$ cat config.mk
export PLATFORM = sky130hd
export DESIGN_NAME = root_host_bridge_flat
export DESIGN_NICKNAME = d
export VERILOG_FILES = /design/src/rtl/root_host_bridge_if.sv /design/src/rtl/root_host_bridge.sv /design/src/flat_wrapper.sv
export SDC_FILE = /design/constraint.sdc
export NUM_CORES = 1
export LEC_CHECK = 0
export CAP_MARGIN = 0
export CORE_MARGIN = 2
export CORE_UTILIZATION = 35
export DETAILED_ROUTE_END_ITERATION = 8
export GPL_TIMING_DRIVEN = 0
export MAX_ROUTING_LAYER = met4
export REMOVE_ABC_BUFFERS = 1
export SLEW_MARGIN = 20
export SYNTH_ARGS = -nofsm -noshare
export SYNTH_HDL_FRONTEND = slang
export SYNTH_SLANG_ARGS = --single-unit
$ cat constraint.sdc
create_clock -name clk -period 11.6 [get_ports clk]
set_input_delay 1.16 -clock clk [delete_from_list [all_inputs] [get_ports clk]]
set_output_delay 1.16 -clock clk [all_outputs]
set_load 0.005 [all_outputs]
$ cat src/rtl/root_host_bridge_if.sv
// Bundle of the host command/response, interrupt and root-node request signals.
// The bridge takes the slave view; the host plus root-node environment takes the master view.
interface root_host_bridge_if #(
   parameter int ADDR_WIDTH  = 16,
   parameter int DATA_WIDTH  = 16,
   parameter int RDATA_WIDTH = 16
);
   logic                   cmd_valid;
   logic                   cmd_ready;
   logic                   cmd_write;
   logic [ADDR_WIDTH-1:0]  cmd_addr;
   logic [DATA_WIDTH-1:0]  cmd_data;
   logic                   rsp_valid;
   logic                   rsp_ready;
   logic [RDATA_WIDTH-1:0] rsp_data;
   logic                   irq_pending;
   logic                   irq_clear;
   logic                   write_en;
   logic [ADDR_WIDTH-1:0]  write_addr;
   logic [DATA_WIDTH-1:0]  write_data;
   logic                   write_rdy;
   logic                   read_en;
   logic [ADDR_WIDTH-1:0]  read_addr;
   logic                   read_rdy;
   logic                   read_data_vld;
   logic                   read_data_rdy;
   logic [RDATA_WIDTH-1:0] read_data;
   logic                   interrupt;

   modport slave (
      input  cmd_valid, cmd_write, cmd_addr, cmd_data, rsp_ready, irq_clear,
             write_rdy, read_rdy, read_data_vld, read_data, interrupt,
      output cmd_ready, rsp_valid, rsp_data, irq_pending, write_en, write_addr,
             write_data, read_en, read_addr, read_data_rdy
   );

   modport master (
      output cmd_valid, cmd_write, cmd_addr, cmd_data, rsp_ready, irq_clear,
             write_rdy, read_rdy, read_data_vld, read_data, interrupt,
      input  cmd_ready, rsp_valid, rsp_data, irq_pending, write_en, write_addr,
             write_data, read_en, read_addr, read_data_rdy
   );
endinterface

$ cat src/rtl/root_host_bridge.sv
// Host front end for the root node: in-order command FIFO feeding write/read requests,
// credit-protected response FIFO for returned read data, and a sticky interrupt latch.
module root_host_bridge #(
   parameter int ADDR_WIDTH  = 16,
   parameter int DATA_WIDTH  = 16,
   parameter int RDATA_WIDTH = 16,
   parameter int CMD_DEPTH   = 4,
   parameter int RSP_DEPTH   = 4
) (
   input logic               clk,
   input logic               rst_n,
   root_host_bridge_if.slave bus
);
   localparam int CAW   = $clog2(CMD_DEPTH);
   localparam int RAW   = $clog2(RSP_DEPTH);
   localparam int CMD_W = 1 + ADDR_WIDTH + DATA_WIDTH;
   localparam logic [RAW+1:0] RSP_LIMIT = (RAW+2)'(RSP_DEPTH);

   logic [CMD_W-1:0]       cmd_mem_q [CMD_DEPTH];
   logic [CAW:0]           cmd_wptr_q, cmd_rptr_q;
   logic [RDATA_WIDTH-1:0] rsp_mem_q [RSP_DEPTH];
   logic [RAW:0]           rsp_wptr_q, rsp_rptr_q;
   logic [RAW:0]           outstanding_q, outstanding_d;
   logic                   irq_q, irq_d;

   logic                   cmd_empty_s, cmd_full_s, rsp_empty_s, rsp_full_s;
   logic [CMD_W-1:0]       head_s;
   logic                   head_write_s;
   logic [RAW:0]           rsp_count_s;
   logic [RAW+1:0]         credit_sum_s;
   logic                   credit_ok_s;
   logic                   write_en_s, read_en_s;
   logic                   cmd_push_s, cmd_pop_s, rd_accept_s, rsp_push_s, rsp_pop_s;

   // Extra pointer MSB separates full from empty when the index bits match.
   assign cmd_empty_s  = (cmd_wptr_q == cmd_rptr_q);
   assign cmd_full_s   = (cmd_wptr_q[CAW] != cmd_rptr_q[CAW]) &&
                         (cmd_wptr_q[CAW-1:0] == cmd_rptr_q[CAW-1:0]);
   assign rsp_empty_s  = (rsp_wptr_q == rsp_rptr_q);
   assign rsp_full_s   = (rsp_wptr_q[RAW] != rsp_rptr_q[RAW]) &&
                         (rsp_wptr_q[RAW-1:0] == rsp_rptr_q[RAW-1:0]);

   assign head_s       = cmd_mem_q[cmd_rptr_q[CAW-1:0]];
   assign head_write_s = head_s[CMD_W-1];
   assign rsp_count_s  = rsp_wptr_q - rsp_rptr_q;
   assign credit_sum_s = {1'b0, outstanding_q} + {1'b0, rsp_count_s};
   assign credit_ok_s  = (credit_sum_s < RSP_LIMIT);

   // Head dispatch decode and next-state for credit counter and interrupt latch.
   always_comb begin
      write_en_s    = 1'b0;
      read_en_s     = 1'b0;
      outstanding_d = outstanding_q;
      irq_d         = irq_q;
      if (!cmd_empty_s) begin
         if (head_write_s) begin
            write_en_s = 1'b1;
         end else begin
            read_en_s = credit_ok_s;
         end
      end else begin
         write_en_s = 1'b0;
      end
      case ({rd_accept_s, rsp_push_s})
         2'b10:   outstanding_d = outstanding_q + (RAW+1)'(1);
         2'b01: begin
            if (outstanding_q != (RAW+1)'(0)) begin
               outstanding_d = outstanding_q - (RAW+1)'(1);
            end else begin
               outstanding_d = outstanding_q;
            end
         end
         default: outstanding_d = outstanding_q;
      endcase
      if (bus.interrupt) begin
         irq_d = 1'b1;
      end else if (bus.irq_clear) begin
         irq_d = 1'b0;
      end else begin
         irq_d = irq_q;
      end
   end

   assign rd_accept_s = read_en_s && bus.read_rdy;
   assign cmd_push_s  = bus.cmd_valid && !cmd_full_s;
   assign cmd_pop_s   = (write_en_s && bus.write_rdy) || rd_accept_s;
   assign rsp_push_s  = bus.read_data_vld && !rsp_full_s;
   assign rsp_pop_s   = !rsp_empty_s && bus.rsp_ready;

   assign bus.cmd_ready     = !cmd_full_s;
   assign bus.write_en      = write_en_s;
   assign bus.read_en       = read_en_s;
   assign bus.write_addr    = head_s[CMD_W-2 -: ADDR_WIDTH];
   assign bus.read_addr     = head_s[CMD_W-2 -: ADDR_WIDTH];
   assign bus.write_data    = head_s[DATA_WIDTH-1:0];
   assign bus.read_data_rdy = !rsp_full_s;
   assign bus.rsp_valid     = !rsp_empty_s;
   assign bus.rsp_data      = rsp_mem_q[rsp_rptr_q[RAW-1:0]];
   assign bus.irq_pending   = irq_q;

   // Pointers, credit counter and interrupt latch.
   always_ff @(posedge clk or negedge rst_n) begin
      if (!rst_n) begin
         cmd_wptr_q    <= '0;
         cmd_rptr_q    <= '0;
         rsp_wptr_q    <= '0;
         rsp_rptr_q    <= '0;
         outstanding_q <= '0;
         irq_q         <= 1'b0;
      end else begin
         if (cmd_push_s) cmd_wptr_q <= cmd_wptr_q + (CAW+1)'(1);
         if (cmd_pop_s)  cmd_rptr_q <= cmd_rptr_q + (CAW+1)'(1);
         if (rsp_push_s) rsp_wptr_q <= rsp_wptr_q + (RAW+1)'(1);
         if (rsp_pop_s)  rsp_rptr_q <= rsp_rptr_q + (RAW+1)'(1);
         outstanding_q <= outstanding_d;
         irq_q         <= irq_d;
      end
   end

   // FIFO storage, cleared on reset so the head outputs never show stale data.
   always_ff @(posedge clk or negedge rst_n) begin
      if (!rst_n) begin
         for (int i = 0; i < CMD_DEPTH; i++) cmd_mem_q[i] <= '0;
         for (int j = 0; j < RSP_DEPTH; j++) rsp_mem_q[j] <= '0;
      end else begin
         if (cmd_push_s) begin
            cmd_mem_q[cmd_wptr_q[CAW-1:0]] <= {bus.cmd_write, bus.cmd_addr, bus.cmd_data};
         end
         if (rsp_push_s) begin
            rsp_mem_q[rsp_wptr_q[RAW-1:0]] <= bus.read_data;
         end
      end
   end
endmodule

$ cat src/flat_wrapper.sv
// flat-port wrapper written by rule: the top's interface ports become plain ports
module root_host_bridge_flat 
#(
   parameter int ADDR_WIDTH  = 16,
   parameter int DATA_WIDTH  = 16,
   parameter int RDATA_WIDTH = 16,
   parameter int CMD_DEPTH   = 4,
   parameter int RSP_DEPTH   = 4
)
  (clk, rst_n, bus_cmd_valid, bus_cmd_write, bus_cmd_addr, bus_cmd_data, bus_rsp_ready, bus_irq_clear, bus_write_rdy, bus_read_rdy, bus_read_data_vld, bus_read_data, bus_interrupt, bus_cmd_ready, bus_rsp_valid, bus_rsp_data, bus_irq_pending, bus_write_en, bus_write_addr, bus_write_data, bus_read_en, bus_read_addr, bus_read_data_rdy);
  root_host_bridge_if #(.ADDR_WIDTH(ADDR_WIDTH), .DATA_WIDTH(DATA_WIDTH), .RDATA_WIDTH(RDATA_WIDTH)) bus_i ();
  input logic clk;
  input logic rst_n;
  input wire logic [$bits(bus_i.cmd_valid)-1:0] bus_cmd_valid;
  input wire logic [$bits(bus_i.cmd_write)-1:0] bus_cmd_write;
  input wire logic [$bits(bus_i.cmd_addr)-1:0] bus_cmd_addr;
  input wire logic [$bits(bus_i.cmd_data)-1:0] bus_cmd_data;
  input wire logic [$bits(bus_i.rsp_ready)-1:0] bus_rsp_ready;
  input wire logic [$bits(bus_i.irq_clear)-1:0] bus_irq_clear;
  input wire logic [$bits(bus_i.write_rdy)-1:0] bus_write_rdy;
  input wire logic [$bits(bus_i.read_rdy)-1:0] bus_read_rdy;
  input wire logic [$bits(bus_i.read_data_vld)-1:0] bus_read_data_vld;
  input wire logic [$bits(bus_i.read_data)-1:0] bus_read_data;
  input wire logic [$bits(bus_i.interrupt)-1:0] bus_interrupt;
  output wire logic [$bits(bus_i.cmd_ready)-1:0] bus_cmd_ready;
  output wire logic [$bits(bus_i.rsp_valid)-1:0] bus_rsp_valid;
  output wire logic [$bits(bus_i.rsp_data)-1:0] bus_rsp_data;
  output wire logic [$bits(bus_i.irq_pending)-1:0] bus_irq_pending;
  output wire logic [$bits(bus_i.write_en)-1:0] bus_write_en;
  output wire logic [$bits(bus_i.write_addr)-1:0] bus_write_addr;
  output wire logic [$bits(bus_i.write_data)-1:0] bus_write_data;
  output wire logic [$bits(bus_i.read_en)-1:0] bus_read_en;
  output wire logic [$bits(bus_i.read_addr)-1:0] bus_read_addr;
  output wire logic [$bits(bus_i.read_data_rdy)-1:0] bus_read_data_rdy;
  assign bus_i.cmd_valid = bus_cmd_valid;
  assign bus_i.cmd_write = bus_cmd_write;
  assign bus_i.cmd_addr = bus_cmd_addr;
  assign bus_i.cmd_data = bus_cmd_data;
  assign bus_i.rsp_ready = bus_rsp_ready;
  assign bus_i.irq_clear = bus_irq_clear;
  assign bus_i.write_rdy = bus_write_rdy;
  assign bus_i.read_rdy = bus_read_rdy;
  assign bus_i.read_data_vld = bus_read_data_vld;
  assign bus_i.read_data = bus_read_data;
  assign bus_i.interrupt = bus_interrupt;
  assign bus_cmd_ready = bus_i.cmd_ready;
  assign bus_rsp_valid = bus_i.rsp_valid;
  assign bus_rsp_data = bus_i.rsp_data;
  assign bus_irq_pending = bus_i.irq_pending;
  assign bus_write_en = bus_i.write_en;
  assign bus_write_addr = bus_i.write_addr;
  assign bus_write_data = bus_i.write_data;
  assign bus_read_en = bus_i.read_en;
  assign bus_read_addr = bus_i.read_addr;
  assign bus_read_data_rdy = bus_i.read_data_rdy;
  root_host_bridge #(.ADDR_WIDTH(ADDR_WIDTH), .DATA_WIDTH(DATA_WIDTH), .RDATA_WIDTH(RDATA_WIDTH), .CMD_DEPTH(CMD_DEPTH), .RSP_DEPTH(RSP_DEPTH)) u_core (.clk(clk), .rst_n(rst_n), .bus(bus_i));
endmodule
[Yosys cells after proc, flatten, opt, wreduce, memory -nomap -nowiden]
Cells that the tools add are included.
Operators by class
  add/sub/neg operators: 8
  magnitude comparators: 7
  equality and inequality tests: 9
  multiplexer cells: 20
  bitwise gates (word level): 4
  reduce and logical (&&, ||, !) cells: 17
Operator list (count)
  $bwmux 132: 1
  $mux 33: 3
  $bmux 33 s2: 1
  $demux 33 s2: 1
  $bwmux 64: 1
  $mux 16: 3
  $bmux 16 s2: 1
  $demux 16 s2: 1
  $add 3x1->3 const B: 5
  $ge 3x3->1 const B: 4
  $not 2->3: 4
  $logic_and 1x1->1: 9
  $eq 3x3->1: 2
  $lt 3x1->1 const B: 2
  $mux 1: 6
  $pmux 3 s2: 1
  $add 3x3->4: 1
  $eq 2x2->1: 2
  $lt 4x3->1 const B: 1
  $reduce_bool 2->1: 2
  $logic_not 1->1: 3
  $mux 3: 1
  $reduce_bool 3->1: 1
  $sub 3x1->3 const B: 1
  7 further kinds: 8
Word-level totals
  register bits: 212
  input bits: 58
  output and inout port bits: 70
  word-level logic and storage cells: 79

[Logic depth before layout (Yosys ltp)]
Gate-level depths: netlist (run 1).
  word-level depth: 10
  mapped depth: 15
  depth with buffers taken out: 15

[Worst setup path after synthesis (run 1)]
Ideal clock, no wire load.
  kind: register to register
  start point: reg u_core.rsp_rptr_q[1]
  end point: reg u_core.outstanding_q[2]
  library setup time: 0.080 ns
  arrival time: 3.913 ns
  data required time: 11.520 ns
  slack: 7.607 ns
  stages on the path, launching flop included: 16
  buffers on the path: 2
  clock period less this slack: 3.993 ns
  path through: dfrtp_1 > clkbuf_1 > buf_1 > inv_1 > fa_1 > xnor2_1 > ha_1 > nor3_1 > nand4bb_4 > nor2_4 > nor2_1 > xor2_1 > ha_1 > or3_1 > or4b_1 > o211ai_2
Between the ends
  cells in the longest elaborated chain, start to end: 9
  elaborated cells between the ends (all ways): 16
  classes of those cells: add/sub: 2; order compare: 1; eq/ne: 4; mux: 3; reduce/logical: 6
RTL lines
  from (decl): line root_host_bridge.sv:22  | logic [RAW:0] rsp_wptr_q, rsp_rptr_q;
  from (signal assigned): line root_host_bridge.sv:114  | if (rsp_pop_s) rsp_rptr_q <= rsp_rptr_q + (RAW+1)'(1);
  $sub 3x3->3: line root_host_bridge.sv:45  | assign rsp_count_s = rsp_wptr_q - rsp_rptr_q;
  $add 3x3->4: line root_host_bridge.sv:46  | assign credit_sum_s = {1'b0, outstanding_q} + {1'b0, rsp_count_s};
  $lt 4x3->1: line root_host_bridge.sv:47  | assign credit_ok_s = (credit_sum_s < RSP_LIMIT);
  $mux 1: line root_host_bridge.sv:56  | if (head_write_s) begin
  $mux 1: line root_host_bridge.sv:55  | if (!cmd_empty_s) begin
  $logic_and 1x1->1: line root_host_bridge.sv:84  | assign rd_accept_s = read_en_s && bus.read_rdy;
  $eq 2x1->1 or $eq 2x2->1 (tied branches): line root_host_bridge.sv:64  | case ({rd_accept_s, rsp_push_s})
  $ne 2x1->1 (no line) or $reduce_bool 2->1 (tied branches)
  $reduce_and 2->1 (no line)
  to (signal assigned): line root_host_bridge.sv:115  | outstanding_q <= outstanding_d;
  to (decl): line root_host_bridge.sv:23  | logic [RAW:0] outstanding_q, outstanding_d;
Several ways; a longest one is shown, not always the timed one.
A chain may end at the register's enable or synchronous reset.

[Worst setup path after layout (run 1)]
  start point: reg u_core.rsp_rptr_q[1]
  end point: out bus_read_en
Between the ends
  cells in the longest elaborated chain, start to end: 5
RTL lines
  $sub 3x3->3: line root_host_bridge.sv:45
  $add 3x3->4: line root_host_bridge.sv:46
  $lt 4x3->1: line root_host_bridge.sv:47
  $mux 1: line root_host_bridge.sv:56
  $mux 1: line root_host_bridge.sv:55
  to (decl): line flat_wrapper.sv:32  | output wire logic [$bits(bus_i.read_en)-1:0] bus_read_en;
No other way between the ends.

==> out/qor.yml, run 1 <==
clocking:
  cts-resized-gates: 0
  cts.sinks: 212
  cts_hold_buf: 0
  postCtsSetupBuffers: 0
  clk_pin_slew_ns: 0.06
  cts_tree: "yes"
  clockBufferDepth: 3
  cts_made_buffers: 25
  clock-root-buffer: "clkbuf_16"
  htreeDepth: 1
  clock_latency_ns: 0.51
place:
  place_worst_setup_slack_ns: 7.025
  placed_area_mm2: 0.01125
  place_congestion: 0.7244
  dp_hpwl_um: 13200
  portBuffers: 127
  dp_cells: 1056
synthesis:
  synth.most_common_cell: "dfrtp_1"
  synthDistinctLibCells: 41
  synth_edf_count: 0
  syn_area_mm2: 0.009754
  synthFlopType: "dfrtp_1"
  yosys.area.top_type: "dfrtp_1"
  ys_top_cells_by_count: "dfrtp_1, mux2_1, mux4_2"
  yosys_warnings: 0
  synth_seq_cells: 212
  yosysSeqAreaShare_pct: 54.39
  syn_inst: 593
  synthesis.area_per_instance_um2: 16.45
  async_reset_ff_share_pct: 100.0
  synth_top_area_share_pct: 54.39
  netlist_top_cells_area: "dfrtp_1, mux2_1, mux4_2, ha_1, buf_6"
setup_path:
  startpoint: "u_core.rsp_rptr_q[1]$_DFFE_PN0P_"
  required_ns: 10.44
  reg2reg_slack_ns: 7.33
  crit_path_end_kind: "output pin"
  worst_r2r_path_depth: 13
  critPathLaunchType: "flip-flop"
  crit_type: "reg2out"
  reg2reg_from: "u_core.rsp_rptr_q[1]$_DFFE_PN0P_"
  crit_fanout: 19
  worst_ep_arrival_time_ns: 3.78
cells_and_area:
  fill_cells: 2452
  antenna_cells: 0
  area_growth_pct: 23.68
  final_cell_area_mm2: 0.01206
  drive_above_1_share_pct: 14.94
  post-route-util_pct: 43.66
  instances_no_fill: 1101
  nets: 779
pwr:
  p_int_w: 0.002669
  seqPwrFrac_pct: 35.6
  power_switching_share_pct: 31.17
  power_switching_w: 0.001209
  leakage_nw: 4.937
  vdd_drop_max_uv: 156.3
  p_clk_share_pct: 19.6
  powerDensity_mw_per_mm2: 321.4
  combPwrFrac_pct: 44.8
route:
  via_count: 5348
  drtIter0Drc: 164
  routed_via_density: 4.857
  drtAntennaViolNets: 0
  wirelength_um: 20680
  drt_first_pass_iters: 4
  post-route-drc-count: 0
  post_drt_wl_per_cell_um: 18.78
floorplan:
  die_y_um: 170.9
  dieArea_mm2: 0.02922
  die_w_um: 170.9
  initial_core_util_pct: 35.30
  rows: 61
  core_mm2: 0.02763
  pin_count: 128
global_route:
  antenna_found_initial: 0
  grt-ovfl-total: 0
  grt_max_degree: 107
  grt_pass1_vias: 5993
  track_usage_pct: 14.89
  grt_pass1_wl_um: 32750
timing:
  setup_viol_count_final: 0
  rsz0062_at_grt: "false"
  fin_crit_ns: 4.935
  fmax_ghz: 0.2026
  max_slew.worst_pin.slew_ns: 0.8695
  period_share_pct: 42.54
  hold_violations: 0
  drv_slew: 0
  max_slew_margin_pct: 42.04
  setup_ws_ns: 6.665
  final.setup_skew_ns: 0.008606
  finalSetupTns_ns: 0
worst_hold_path:
  hp-start: "u_core.cmd_mem_q[128]$_DFFE_PN0P_"
  min_path_cells: 1
  hold_path.class: "reg2reg"
flow_run:
  maxCapViolCount: 0
status:
  status: "complete, no violations"
## cell families after synthesis
group / synth area share, %
multiplexers: 34.17
flip-flops: 54.39
buffers and inverters: 3.964
AND/OR/NAND/NOR: 2.976
XOR/XNOR: 1.437
adder cells (fa/ha/maj): 2.129
AO/OA/AOI/OAI: 0.9365
## worst max-delay path, stage by stage (launching register included)
cell	delay, ns
dfrtp_1	0.91
inv_1	0.20
fa_1	0.47
xnor2_1	0.17
ha_1	0.24
nor3_1	0.40
nor4b_1	0.31
clkdlybuf4s50_1	0.56
## routing by layer
| layer | global-route usage (%) | wire length, µm | vias up | share of wire (%) |
|---|---|---|---|---|
| met1 | 17.43 | 8567 | 2802 | 41 |
| met5 | - | 0 | - | 0 |
| met2 | 26.07 | 10490 | 122 | 51 |
| met4 | 3.353 | 480 | 0 | 2.3 |
| li1 | - | - | 2389 | - |
| met3 | 3.562 | 1145 | 35 | 5.5 |
## path summary, 6_finish.rpt
check | end
setup / recovery | bus_read_en
hold / removal | u_core.cmd_mem_q[128]$_DFFE_PN0P_
setup reg to reg | u_core.outstanding_q[2]$_DFFE_PN0P_
hold reg to reg | u_core.cmd_mem_q[128]$_DFFE_PN0P_
max in group asynchronous | u_core.cmd_mem_q[18]$_DFFE_PN0P_
min in group asynchronous | u_core.rsp_mem_q[20]$_DFFE_PN0P_
## power by group through the flow
stage               clock network (W)  registers, W  logic, W
floorplan                           0       0.00133  0.000976
CTS                          0.000783       0.00139   0.00178
finish                       0.000760       0.00138   0.00174
global route                 0.000816       0.00143   0.00189
global placement                    0       0.00140   0.00166
detailed placement                  0       0.00140   0.00176
## registers in the layout (all words and copies together), names as in the netlist
name                    cells
u_core.cmd_rptr_q           3
u_core.rsp_wptr_q           3
u_core.rsp_mem_q           64
u_core.bus.irq_pending      1
u_core.cmd_mem_q          132
u_core.cmd_wptr_q           3
u_core.outstanding_q        3
u_core.rsp_rptr_q           3
## cell type report
cell class,count,area [µm²],area share (%)
sequential,212,5311,44.03
clock inverter,5,60.06,0.4978
clock buffer,40,752.0,6.233
tap,378,473.0,3.920
inverter,7,26.28,0.2178
timing repair buffer,131,1379,11.43
multi-input combinational,328,4063,33.68
## placed cells by master, fill, tap and decap left out, drive strengths merged, types with 5 or more instances in the layout
master,count
ha,15
buf,5
xor2,5
nand2,15
clkdlybuf4s50,126
nor2,5
mux4,49
clkbuf,40
inv,8
dfrtp,212
xnor2,11
mux2,198
## metrics by stage
| step | hold WS [ns] | total power (W) |
|---|---|---|
| final | 0.4841 | 0.003877 |
| after CTS | 0.4888 | 0.003951 |
| after floorplan | 0.4587 | 0.002303 |
| after global placement | 0.4677 | 0.003065 |
| after global routing | 0.4932 | 0.004144 |
| after detailed placement | 0.4755 | 0.003165 |
Note: power is estimated with default switching activity, not from simulation.
==> run 2, diff against run 1 <==
clock period = 4.25 ns   (was 11.6 ns; I/O delays follow)
==> run 2 against run 1 <==
Against the previous run:
- count of clock-buffer cells in the layout unchanged
- sequential share of layout area decreased by 0.089 points
- non-clock buffer count increased by 4
- sequential cell count unchanged
- die area unchanged
- routed wire length increased by 0.30%
==> out/qor.yml, run 2 (synthesized netlist as in run 1, its figures left out) <==
clocking:
  cts.sinks: 212  # unchanged
  clockBufferDepth: 3  # unchanged
  cts_made_buffers: 25  # unchanged
  clock_latency_ns: 0.52  # about the same
  clk_pin_slew_ns: 0.06  # about the same
  clock-root-buffer: "clkbuf_16"
  cts_tree: "yes"
  htreeDepth: 1  # unchanged
route:
  via_count: 5379  # +0.58%
  drtIter0Drc: 180  # +9.8%
  wirelength_um: 20740  # +0.30%
  post-route-drc-count: 0  # unchanged
  drtAntennaViolNets: 0  # unchanged
  routed_via_density: 4.868  # +0.22%
  drt_first_pass_iters: 4  # unchanged
  post_drt_wl_per_cell_um: 18.77  # about the same
cells_and_area:
  area_growth_pct: 24.08
  mostFrequentLayoutCells: "dfrtp_1, mux2_1, clkdlybuf4s50_1"
  regMostFlops: "u_core.cmd_mem_q"
  antenna_cells: 0  # unchanged
  nets: 783  # +0.51%
  layout_commonest_cell: "dfrtp_1"
  largest_register_ffs: 132  # unchanged
  drive_above_1_share_pct: 15.41  # +0.47 points
  reg_top3: "u_core.cmd_mem_q (132), u_core.rsp_mem_q (64)"
  instances_no_fill: 1105  # +0.36%
  fill_cells: 2448  # -0.16%
setup_path:
  crit_type: "reg2reg"
  cp_slowest_stage_delay_ns: 0.61  # -0.30 ns
  worst_ep_arrival_time_ns: 4.31  # +0.53 ns
  crit_path_end_kind: "flip-flop"
  reg2reg_slack_ns: 0.37  # -6.96 ns
  crit_fanout: 19  # unchanged
  reg2reg_from: "u_core.rsp_rptr_q[1]$_DFFE_PN0P_"
  required_ns: 4.68  # -5.76 ns
  path_cells: "inv_1 > fa_1 > xnor2_1 > ha_1 > nor3_1 > nand4bb_4 > nor2_4 > nor2_1 > xor2_1 > ha_1 > or3_1 > or4b_1 > o211ai_2"
  startpoint: "u_core.rsp_rptr_q[1]$_DFFE_PN0P_"
  crit_top_cell: "ha_1"
  critPathSlowestCell: "dfrtp_4"
  critPathLaunchType: "flip-flop"
  r2r-end: "u_core.outstanding_q[2]$_DFFE_PN0P_"
  worst_r2r_path_depth: 13  # unchanged
  critPathCapture: "u_core.outstanding_q[2]$_DFFE_PN0P_"
floorplan:
  die_w_um: 170.9  # unchanged
  pin_count: 128  # unchanged
  core_mm2: 0.02763  # unchanged
  die_y_um: 170.9  # unchanged
  rows: 61  # unchanged
  dieArea_mm2: 0.02922  # unchanged
  initial_core_util_pct: 35.30  # unchanged
timing:
  fin_crit_ns: 3.878
  period_share_pct: 91.25
  drv_slew: 0  # unchanged
  max_slew.worst_pin.slew_ns: 0.8522  # -0.01723 ns
  rsz0062_at_grt: "false"
  fmax_ghz: 0.2578
  final.setup_skew_ns: 0.009787  # +0.001181 ns
  finalSetupTns_ns: 0  # unchanged
  max_slew_margin_pct: 43.18  # +1.1 points
  hold_violations: 0  # unchanged
  setup_viol_count_final: 0  # unchanged
global_route:
  antenna_found_initial: 0  # unchanged
  grt_pass1_wl_um: 32750  # unchanged
  grt-ovfl-total: 0  # unchanged
  grt_max_degree: 107  # unchanged
  grt_pass1_vias: 5993  # unchanged
  track_usage_pct: 14.89  # unchanged
place:
  portBuffers: 127  # unchanged
  place_congestion: 0.7244  # unchanged
  dp_cells: 1056  # unchanged
  dp_hpwl_um: 13200  # unchanged
pwr:
  leakage_nw: 4.955  # +0.36%
  vdd_drop_max_uv: 425.9  # +170%
  powerDensity_mw_per_mm2: 877.3  # +170%
flow_run:
  maxCapViolCount: 0  # unchanged
worst_hold_path:
  hold_path.class: "in2async"
status:
  status: "complete, no violations"
-- run 2: cell types whose count changed in the layout (fill, tap and decap cells not counted) --
| cell | previous run | this run |
|---|---|---|
| dlygate4sd3_1 | 0 | 1 |
| dfrtp_1 | 209 | 208 |
| dfrtp_2 | 2 | 1 |
| buf_4 | 0 | 3 |
| dfrtp_4 | 1 | 3 |
-- run 2: timing repair --
item                                    4_1_cts  5_1_grt
hold buffers                                  1        0
gates resized for setup                       2        1
endpoints found under the setup margin        2        1
endpoints found under the hold margin        37        0
setup buffers                                 0        3
-- run 2: routing by layer --
| layer | global-route usage, % | routed length, µm | part of all wire, % | vias to the layer above |
|---|---|---|---|---|
| met5 | - | 0 | 0 | - |
| met4 | 3.353 | 497 | 2.4 | 0 |
| met3 | 3.562 | 1117 | 5.4 | 33 |
| met2 | 26.07 | 10460 | 50 | 115 |
| met1 | 17.43 | 8667 | 42 | 2836 |
| li1 | - | - | - | 2395 |
-- run 2: worst min path at each step --
stage                                                start                                 end  slack, ns  depth (start not counted)
after floorplan                                      rst_n  u_core.bus.irq_pending$_DFFE_PN0P_       0.13                          0
after global placement    u_core.rsp_mem_q[27]$_DFFE_PN0P_    u_core.rsp_mem_q[27]$_DFFE_PN0P_       0.47                          1
after detailed placement                             rst_n    u_core.rsp_mem_q[36]$_DFFE_PN0P_       0.32                          1
after CTS                                            rst_n    u_core.rsp_mem_q[36]$_DFFE_PN0P_       0.37                          2
after global routing                                 rst_n    u_core.rsp_mem_q[20]$_DFFE_PN0P_       0.40                          2
final                                                rst_n    u_core.rsp_mem_q[20]$_DFFE_PN0P_       0.38                          2
-- run 2: area by class of cell --
type                       count  area, µm²  area share, %
sequential                   212       5318          43.94
multi-input combinational    328       4063          33.57
timing repair buffer         135       1411          11.66
clock buffer                  40      752.0          6.213
tap                          378      473.0          3.908
clock inverter                 5      60.06         0.4962
inverter                       7      26.28         0.2171
-- run 2: stage by stage --
step / hold WS, ns / instance area [µm²] / utilization [%] / setup slack, ns / power (W)
global placement: 0.4677 / 11140 / 40.31 / -5.469 / 0.008365
CTS: 0.3739 / 12080 / 43.71 / 0.1416 / 0.01079
detailed placement: 0.3186 / 11250 / 40.73 / -0.1583 / 0.008638
finish: 0.3785 / 12100 / 43.80 / 0.3717 / 0.01062
global route: 0.3957 / 12100 / 43.80 / 0.09066 / 0.01134
floorplan: 0.1294 / 9394 / - / 0.2120 / 0.006285
-- run 2: power breakdown --
group	leakage, nW	internal, W	switching [W]
logic	2.05	0.00296	0.00185
clock network	0.395	0.00127	0.000810
registers	2.51	0.00308	0.000650
total	4.95	0.00731	0.00331
-- run 2: critical path, delay by kind of cell (launching register included) --
kind	cells	cell delay [ns]
flip-flops	1	0.61
XOR/XNOR	2	0.34
AO/OA/AOI/OAI	1	0.09
adder cells (fa/ha/maj)	3	0.87
buffers and inverters	1	0.13
AND/OR/NAND/NOR	6	1.74
==> run 3, diff against run 2 <==
CELL_PAD_IN_SITES_DETAIL_PLACEMENT = 0   (was default)
CELL_PAD_IN_SITES_GLOBAL_PLACEMENT = 2   (was default)
PLACE_DENSITY_LB_ADDON = 0.1   (was default)
==> run 3 against run 2 <==
Against the previous run:
- sequential share of layout area unchanged
- via count about the same
- die area unchanged
- clock skew increased by 0.0048 ns
- largest power group unchanged
==> out/qor.yml, run 3 (synthesized netlist as in run 1, its figures left out) <==
route:
  top_layer_used: "met4"
  drt_first_pass_iters: 4  # unchanged
  post-route-drc-count: 0  # unchanged
  wl_met2_um: 11060  # +5.7%
  wirelength_um: 21290  # +2.7%
  post_drt_wl_per_cell_um: 19.30  # +2.8%
  via_count: 5376  # -0.056%
  drt-met1-wl_um: 8809  # +1.6%
  routed_via_density: 4.874  # +0.13%
  wl_met3_um: 995  # -11%
  drtIter0Drc: 190  # +5.6%
  drtAntennaViolNets: 0  # unchanged
pwr:
  power_switching_w: 0.003282  # -0.79%
  power_switching_share_pct: 30.90  # -0.26 points
  leakage_nw: 4.958  # about the same
  combPwrFrac_pct: 44.7  # -0.6 points
  powerDensity_mw_per_mm2: 877.7  # about the same
  vdd_drop_max_uv: 404.6  # -5.0%
  finalPower_w: 0.01062  # about the same
  p_int_w: 0.007341  # +0.43%
  p_clk_share_pct: 19.9  # +0.3 points
  seqPwrFrac_pct: 35.4  # +0.3 points
clocking:
  clock_latency_ns: 0.52  # about the same
  cts_tree: "yes"
  clk_pin_slew_ns: 0.06  # about the same
  clockBufferDepth: 3  # unchanged
  cts.sinks: 212  # unchanged
  cts_made_buffers: 26  # +4.0%
  htreeDepth: 1  # unchanged
  clock-root-buffer: "clkbuf_16"
cells_and_area:
  final_cell_area_mm2: 0.01210  # unchanged
  largest_register_ffs: 132  # unchanged
  mostFrequentLayoutCells: "dfrtp_1, mux2_1, clkdlybuf4s50_1"
  regMostFlops: "u_core.cmd_mem_q"
  reg_top3: "u_core.cmd_mem_q (132), u_core.rsp_mem_q (64)"
  area_growth_pct: 24.08  # unchanged
  layout_commonest_cell: "dfrtp_1"
  regArea_mm2: 0.005318  # unchanged
  post-route-util_pct: 43.80  # unchanged
  multi_input_area_mm2: 0.004063  # unchanged
  fill_cells: 2517  # +2.8%
  nets: 783  # unchanged
  drive_above_1_share_pct: 15.19  # -0.21 points
place:
  placed_area_mm2: 0.01124  # about the same
  dp_hpwl_um: 13520  # +2.5%
  portBuffers: 127  # unchanged
  place_congestion: 0.6642  # -8.3%
setup_path:
  crit_path_end_kind: "flip-flop"
  startpoint: "u_core.rsp_rptr_q[1]$_DFFE_PN0P_"
  reg2reg_from: "u_core.rsp_rptr_q[1]$_DFFE_PN0P_"
  crit_type: "reg2reg"
  critPathLaunchType: "flip-flop"
  path_cells: "inv_1 > fa_1 > xnor2_1 > ha_1 > nor3_1 > nand4bb_4 > nor2_4 > nor2_1 > xor2_1 > ha_1 > or3_1 > or4b_1 > o211ai_2"
  r2r-end: "u_core.outstanding_q[2]$_DFFE_PN0P_"
  reg2reg_slack_ns: 0.33  # -0.04 ns
  critPathCapture: "u_core.outstanding_q[2]$_DFFE_PN0P_"
  required_ns: 4.69  # about the same
  crit_top_cell: "ha_1"
  worst_r2r_path_depth: 13  # unchanged
  critPathTopFamily: "simple AND/OR/NAND/NOR gates"
  path_buf_inv: 1  # unchanged
  critPathSlowestCell: "dfrtp_4"
  cp.depth: 13  # unchanged
  crit_fanout: 19  # unchanged
  cp_slowest_stage_delay_ns: 0.63  # +0.02 ns
  worst_ep_arrival_time_ns: 4.36  # +0.05 ns
floorplan:
  dieArea_mm2: 0.02922  # unchanged
  die_y_um: 170.9  # unchanged
  rows: 61  # unchanged
  die_w_um: 170.9  # unchanged
  initial_core_util_pct: 35.30  # unchanged
  pin_count: 128  # unchanged
  core_mm2: 0.02763  # unchanged
timing:
  max_slew.worst_pin.slew_ns: 0.8359  # -0.01638 ns
  rsz0062_at_grt: "false"
  final.setup_skew_ns: 0.01463  # +0.004842 ns
  drv_slew: 0  # unchanged
  setup_viol_count_final: 0  # unchanged
  fin_crit_ns: 3.919  # +0.04077 ns
  finalSetupTns_ns: 0  # unchanged
  hold_violations: 0  # unchanged
  max_slew_margin_pct: 44.28  # +1.1 points
  fmax_ghz: 0.2552  # -1.0%
  period_share_pct: 92.21  # +0.96 points
worst_hold_path:
  hold_path.class: "in2async"
global_route:
  grt-ovfl-total: 0  # unchanged
  antenna_found_initial: 1  # +1
  grt_pass1_vias: 6137  # +2.4%
  track_usage_pct: 15.39  # +0.50 points
  grt_max_degree: 73  # -32%
  grt_pass1_wl_um: 33840  # +3.3%
flow_run:
  maxCapViolCount: 0  # unchanged
status:
  status: "complete, no violations"
==> run 3: cell count changes in the layout (fill, tap and decap cells not counted), sizes merged <==
cell,delta
diode,+1
inv,-1
buf,-1
clkinvlp,-1
==> run 3: metal layers <==
layer | vias to the layer above | global-route usage [%]
li1 | 2389 | -
met1 | 2846 | 18.09
met2 | 110 | 27.16
met3 | 31 | 3.123
met4 | 0 | 3.685
met5 | - | -
==> run 3: through the flow <==
step	setup WS, ns	std cells	hold slack (ns)
after detailed placement	-0.1790	1056	0.4218
after floorplan	0.2120	547	0.1294
final	0.3309	1103	0.4668
after global routing	0.1220	1103	0.4727
after CTS	0.1509	1100	0.4620
after global placement	-5.976	1052	0.4677
==> run 3: layout make-up <==
type | count | area share (%)
Sequential cell | 212 | 43.94
Tap cell | 378 | 3.908
Multi-Input combinational cell | 328 | 33.57
Antenna cell | 1 | 0.02068
Clock inverter | 3 | 0.3308
Inverter | 7 | 0.2171
Clock buffer | 40 | 6.482
Timing Repair Buffer | 134 | 11.54
==> run 3: what timing repair did <==
| action | 4_1_cts | 5_1_grt |
|---|---|---|
| setup buffers | 0 | 2 |
| endpoints found under the setup margin | 2 | 1 |
| resized for setup | 2 | 1 |
| hold buffers | 1 | 0 |
| hold endpoints to repair | 69 | 0 |
==> run 3: worst min-delay path by stage <==
stage,from,endpoint,slack (ns),cells after the start
floorplan,rst_n,u_core.bus.irq_pending$_DFFE_PN0P_,0.13,0
global placement,u_core.rsp_mem_q[23]$_DFFE_PN0P_,u_core.rsp_mem_q[23]$_DFFE_PN0P_,0.47,1
detailed placement,rst_n,u_core.bus.irq_pending$_DFFE_PN0P_,0.42,1
CTS,rst_n,u_core.bus.irq_pending$_DFFE_PN0P_,0.46,2
global route,bus_interrupt,u_core.bus.irq_pending$_DFFE_PN0P_,0.47,2
finish,rst_n,u_core.bus.irq_pending$_DFFE_PN0P_,0.47,2
==> run 3: power by group through the flow <==
| stage | clock network (W) | logic, W | registers [W] |
|---|---|---|---|
| 2_1_floorplan | 0 | 0.00266 | 0.00362 |
| 3_3_place_gp | 0 | 0.00456 | 0.00386 |
| 3_5_place_dp | 0 | 0.00479 | 0.00386 |
| 4_1_cts | 0.00220 | 0.00481 | 0.00383 |
| 5_1_grt | 0.00228 | 0.00518 | 0.00389 |
| 6_report | 0.00211 | 0.00475 | 0.00376 |
==> run 3: worst reg2reg max path, cell delays in order, from the launching register on <==
cell	delay, ns
dfrtp_4	0.63
inv_1	0.14
fa_1	0.44
xnor2_1	0.14
ha_1	0.27
nor3_1	0.40
nand4bb_4	0.22
nor2_4	0.22
nor2_1	0.07
xor2_1	0.17
ha_1	0.21
or3_1	0.36
or4b_1	0.50
o211ai_2	0.09
